===== src/rtl/mem_init_pkg.sv =====
// Shared state encoding and default sizing for the boot-time memory image copier.
// MEM_INIT_VERIFY_EN adds the readback states.
package mem_init_pkg;

  localparam int AW_DEF     = 15;
  localparam int SETTLE_DEF = 4;

  typedef enum logic [3:0] {
    ST_IDLE,
    ST_SETTLE,
    ST_FETCH,
    ST_WRITE,
    ST_NEXT,
    ST_DONE
`ifdef MEM_INIT_VERIFY_EN
    , ST_VFETCH,
    ST_VREAD,
    ST_VNEXT
`endif
  } state_t;

endpackage


===== src/rtl/ce_delay.sv =====
// Clock-enable gated down-counter: counts N ce ticks while i_run is high and
// pulses o_tc on the last one; reloads whenever i_run is low.
module ce_delay #(
  parameter int N = 4
) (
  input  logic clock,
  input  logic reset,
  input  logic ce,
  input  logic i_run,
  output logic o_tc
);

  localparam int CW = (N > 1) ? $clog2(N) : 1;
  localparam logic [CW-1:0] LOAD = CW'(N - 1);

  logic [CW-1:0] r_cnt;

  always_ff @(posedge clock or negedge reset) begin
    if (!reset) begin
      r_cnt <= LOAD;
    end else if (!i_run) begin
      r_cnt <= LOAD;
    end else if (ce && (r_cnt != '0)) begin
      r_cnt <= r_cnt - 1'b1;
    end
  end

  assign o_tc = i_run && ce && (r_cnt == '0);

endmodule


===== src/rtl/mem_init_sequencer.sv =====
// Copies a 2^AW-byte ROM image into external memory after the controller is ready.
// Defining MEM_INIT_VERIFY_EN adds a readback pass and the sticky error output.
//
// state   | meaning
// IDLE    | waiting for ready
// SETTLE  | counting SETTLE ce ticks before the first access
// FETCH   | srcA = addr, ROM byte captured into memD on exit
// WRITE   | write request held until memAck
// NEXT    | advance addr or finish the copy pass
// DONE    | copy complete, bus released; start re-runs the copy
// VFETCH  | readback: capture ROM byte at addr
// VREAD   | readback: read request held until memAck, compare memQ
// VNEXT   | readback: advance addr or finish
module mem_init_sequencer
  import mem_init_pkg::*;
#(
  parameter int AW     = AW_DEF,
  parameter int SETTLE = SETTLE_DEF
) (
  input  logic          clock,
  input  logic          reset,
  input  logic          ce,
  input  logic          ready,
  input  logic          start,
  output logic [AW-1:0] srcA,
  input  logic [7:0]    srcQ,
  output logic          memReq,
  output logic          memWe,
  output logic [AW-1:0] memA,
  output logic [7:0]    memD,
  input  logic          memAck,
  input  logic [7:0]    memQ,
  output logic          done,
  output logic          busy
`ifdef MEM_INIT_VERIFY_EN
  , output logic        error
`endif
);

  state_t        r_state;
  state_t        w_next;
  logic [AW-1:0] r_addr;
  logic [7:0]    r_memd;
  logic          w_settle_tc;
  logic          w_last;
  logic          w_addr_clr;
  logic          w_addr_inc;
  logic          w_memd_ld;
  logic          w_settle_entry;

  assign w_last         = (r_addr == {AW{1'b1}});
  assign w_settle_entry = (w_next == ST_SETTLE) && (r_state != ST_SETTLE);

  ce_delay #(.N(SETTLE)) u_settle (
    .clock (clock),
    .reset (reset),
    .ce    (ce),
    .i_run (r_state == ST_SETTLE),
    .o_tc  (w_settle_tc)
  );

`ifdef MEM_INIT_VERIFY_EN
  logic r_error;
  logic w_err_set;
`else
  logic w_unused_memq;
  assign w_unused_memq = ^memQ;
`endif

  always_ff @(posedge clock or negedge reset) begin
    if (!reset) r_state <= ST_IDLE;
    else        r_state <= w_next;
  end

  always_comb begin
    w_next     = r_state;
    w_addr_clr = 1'b0;
    w_addr_inc = 1'b0;
    w_memd_ld  = 1'b0;
`ifdef MEM_INIT_VERIFY_EN
    w_err_set  = 1'b0;
`endif
    if (ce) begin
      // Losing ready aborts everything, including a pending ack or a start pulse.
      if (!ready) begin
        w_next     = ST_IDLE;
        w_addr_clr = 1'b1;
      end else begin
        case (r_state)
          ST_IDLE: begin
            w_next     = ST_SETTLE;
            w_addr_clr = 1'b1;
          end
          ST_SETTLE: if (w_settle_tc) w_next = ST_FETCH;
          ST_FETCH: begin
            w_next    = ST_WRITE;
            w_memd_ld = 1'b1;
          end
          ST_WRITE: if (memAck) w_next = ST_NEXT;
          ST_NEXT: begin
            if (w_last) begin
`ifdef MEM_INIT_VERIFY_EN
              w_next     = ST_VFETCH;
              w_addr_clr = 1'b1;
`else
              w_next     = ST_DONE;
`endif
            end else begin
              w_next     = ST_FETCH;
              w_addr_inc = 1'b1;
            end
          end
          ST_DONE: begin
            if (start) begin
              w_next     = ST_SETTLE;
              w_addr_clr = 1'b1;
            end
          end
`ifdef MEM_INIT_VERIFY_EN
          ST_VFETCH: begin
            w_next    = ST_VREAD;
            w_memd_ld = 1'b1;
          end
          ST_VREAD: begin
            if (memAck) begin
              w_next    = ST_VNEXT;
              w_err_set = (memQ != r_memd);
            end
          end
          ST_VNEXT: begin
            if (w_last) begin
              w_next = ST_DONE;
            end else begin
              w_next     = ST_VFETCH;
              w_addr_inc = 1'b1;
            end
          end
`endif
          default: w_next = ST_IDLE;
        endcase
      end
    end
  end

  always_ff @(posedge clock or negedge reset) begin
    if (!reset) begin
      r_addr <= '0;
      r_memd <= '0;
    end else begin
      if (w_addr_clr)      r_addr <= '0;
      else if (w_addr_inc) r_addr <= r_addr + 1'b1;
      if (w_memd_ld)       r_memd <= srcQ;
    end
  end

`ifdef MEM_INIT_VERIFY_EN
  always_ff @(posedge clock or negedge reset) begin
    if (!reset)              r_error <= 1'b0;
    else if (w_settle_entry) r_error <= 1'b0;
    else if (w_err_set)      r_error <= 1'b1;
  end

  assign error  = r_error;
  assign memReq = (r_state == ST_WRITE) || (r_state == ST_VREAD);
`else
  assign memReq = (r_state == ST_WRITE);
`endif

  assign memWe = (r_state == ST_WRITE);
  assign srcA  = r_addr;
  assign memA  = r_addr;
  assign memD  = r_memd;
  assign done  = (r_state == ST_DONE);
  assign busy  = (r_state != ST_IDLE) && (r_state != ST_DONE);

endmodule


===== config.mk =====
export PLATFORM = sky130hd
export DESIGN_NAME = mem_init_sequencer
export DESIGN_NICKNAME = d
export VERILOG_FILES = /design/src/rtl/mem_init_pkg.sv /design/src/rtl/ce_delay.sv /design/src/rtl/mem_init_sequencer.sv
export SDC_FILE = /design/constraint.sdc
export NUM_CORES = 1
export LEC_CHECK = 0
export BUFFER_PORTS_ARGS = -buffer_cell sky130_fd_sc_hd__buf_2
export CORE_UTILIZATION = 54
export CTS_BUF_LIST = sky130_fd_sc_hd__clkbuf_4
export DETAILED_ROUTE_END_ITERATION = 7
export GPL_ROUTABILITY_DRIVEN = 0
export GPL_TIMING_DRIVEN = 0
export PLACE_DENSITY = 0.87
export SLEW_MARGIN = 20
export SYNTH_ARGS = -nofsm -noshare
export SYNTH_HDL_FRONTEND = slang
export SYNTH_SLANG_ARGS = --single-unit

===== constraint.sdc =====
create_clock -name clock -period 2.7 [get_ports clock]
set_clock_uncertainty 0.05 [all_clocks]
set_input_delay 0.54 -clock clock [delete_from_list [all_inputs] [get_ports clock]]
set_output_delay 0.54 -clock clock [all_outputs]
set_load 0.03 [all_outputs]

==> reports/results.ini <==
[outcome]
status = finished with violations
violations = DRC

[clock_network]
cts_tree = done
cts-htree-levels = 1
cts_root_buf = clkbuf_4
clkLatencyLatePin_ns = 0.35
clk_path_buf_depth = 2
cts.clk_slew.worst_paths_ns = 0.15
cts_inserted_buffers = 3
clock_sinks = 28
cts-resized-gates = 0
hold_buffers = 0
post-cts-setup-buffer-count = 0

[timing]
finalMaxSlewViolations = 0
setup_viol = 0
relSlewSlack_pct = 60.3
hold_viol_final = 0
fin_tns_setup_ns = 0
rsz0062_at_grt = false
fin_ws_ns = 0.596
fmax_mhz = 475
min_period_ns = 2.10
worstMarginPinSlew_ns = 0.596
post-route-period-util_pct = 77.9

[worst_setup_path]
worst_setup_path_start_kind = flip-flop
reg2reg_depth = 5
crit-reg2reg-capture = memA[3]
path_max_fanout = 10
required_ns = 2.11
path_cells = buf_2, and3b_1, buf_4, buf_2
critPathSlowestCell = dfrtp_1
rr_startpoint = memA[3]
max_stage_delay_ns = 0.42
path_class = flip-flop to primary output
crit_path_end_kind = primary output
crit_arrival_ns = 1.51
cp_common_cell = buf_2
reg2reg_slack_ns = 0.61

[route]
drc_errors = 3
ant_nets = 0
vias = 1555
post_drt_wl_per_cell_um = 14.4
wl_um = 3760
drt_iter0_drc = 86
first_pass_iters = 6
vias_per_cell = 5.94

[synth]
avgSynthCellArea_um2 = 9.75
ys_seq_area_share_pct = 41.7
yosysTopAreaCellShare_pct = 38.6
ys_ff_latch = 28
netlist_area_mm2 = 0.00169
yosys_warnings = 0
synth_flop_cell = dfrtp_1
synth_common_cells = dfrtp_1 (26), buf_4 (16), a21oi_1 (11), o21ai_0 (10), nand2_1 (9)
synthTopCellsByArea = dfrtp_1 (39%), buf_4 (7.1%), mux2_2 (5.3%)
synth_edf_count = 0
ys_types = 45
synthCells = 173
synth_top_area_cell = dfrtp_1
async_flop_share_pct = 100
syn-num-nets = 197
synth_most_common_cell = dfrtp_1

[floorplanning]
dieArea_mm2 = 0.00335
pin_count = 64
die_h_um = 57.9
core-area_mm2 = 0.00285
row_count = 19
die_x_um = 57.9
initial_core_util_pct = 59.1

[global_routing]
antenna_found_initial = 0
grt_max_degree = 29
grt-ovfl-total = 0
first_global_vias = 1357
grt_usage_pct = 23.5
grt_pass1_wl_um = 6090

[final_layout]
syn2layout_area_growth_pct = 21.4
utilization_pct = 71.8
final_design_area_no_fill_mm2 = 0.00205
drive_gt1_share_pct = 39.8
nets = 256
n_antenna_cell = 0

[worst_hold_path]
min_path_type = input port to asynchronous set/reset pin

[job]
cap_viol_max_count = 0

[power_and_ir_drop]
vdd_drop_max_mv = 0.399
leakagePower_nw = 1.05
powerDensity_mw_per_mm2 = 476
finalPower_w = 0.000975

[placement]
post_dp_cell_area_mm2 = 0.00200
dpl.hpwl_um = 2740
portBuffers = 54
place_ws_ns = 0.533

==> worst max path at each step <==
| stage | start | endpoint | slack [ns] |
|---|---|---|---|
| after CTS | r_state[2] | memWe | 0.60 |
| after floorplan | ce | memA[5] | 0.78 |
| after global placement | ce | memA[7] | 0.55 |
| after global routing | memA[3] | memA[3] | 0.41 |
| final | r_state[2] | memWe | 0.60 |
| after detailed placement | ce | memA[5] | 0.53 |
==> final cells by class <==
class	count	area (um2)
Buffer	23	159
Clock buffer	3	22.5
Inverter	6	22.5
Timing Repair Buffer	54	270
Fill cell	242	805
Multi-Input combinational cell	116	802
Sequential cell	28	703
Clock inverter	1	30.0
Tap cell	31	38.8
==> state kept, by name, indices dropped and copies added (netlist names) <==
name	cells
r_state	3
u_settle.r_cnt	2
memD	8
memA	15
==> placed cells by master, fill, tap and decap left out, types with 2 or more instances in the layout <==
cell type	count
nand3_1	6
mux2_2	8
buf_4	16
xnor2_1	2
nand2_1	9
and3_1	2
o31ai_1	6
a31oi_1	2
ha_1	2
a21oi_1	11
o211ai_1	2
clkbuf_1	2
dfstp_2	2
a32oi_1	2
o21ai_0	10
and2_1	4
mux2i_1	2
or3_1	3
buf_2	58
clkbuf_4	3
or4_1	6
nor2_1	6
dfrtp_1	26
and4_1	3
inv_1	6
nand2b_1	6
nand4_1	6
==> worst max-delay path: cells and delay by family (launching register included) <==
kind / cells / cell delay (ns)
buffers and inverters: 3 / 0.48
DFF: 1 / 0.42
and+or+nand+nor: 1 / 0.27
==> cell families (layout without fill, tap and decap cells) <==
family / count (synthesis) / in the layout / share of synthesized area, %
and+or+nand+nor: 61 / 61 / 22.6
AOI/OAI and AO/OA: 41 / 41 / 15.9
buffers and inverters: 29 / 87 / 10.8
DFF: 28 / 28 / 41.7
muxes: 10 / 10 / 6.53
adders and majority gates: 2 / 2 / 1.48
xor gates and xnor gates: 2 / 2 / 1.04
==> through the flow <==
step | cells | hold WS (ns)
CTS | 262 | 0.148
global route | 262 | 0.160
finish | 262 | 0.120
global placement | 258 | 0.437
floorplan | 173 | 0.194
detailed placement | 258 | 0.441
==> power by group <==
part           switching (W)  leakage (nW)  total (W)  internal (W)
Clock               0.000133        0.0279   0.000284      0.000151
Combinational       0.000138         0.643   0.000216     0.0000779
Sequential         0.0000155         0.380   0.000475      0.000459
Total               0.000287          1.05   0.000975      0.000688
==> routing by layer <==
layer  global-route usage (%)  share of wire (%)  wire [um]  vias up
met1                     32.0                 45       1700      731
met5                        0                  0          0        -
met4                     6.12                1.2         46        0
li1                         -                  -          -      752
met3                     4.91                5.7        214        7
met2                     38.3                 48       1800       65
(Power assumes the default switching activity.)
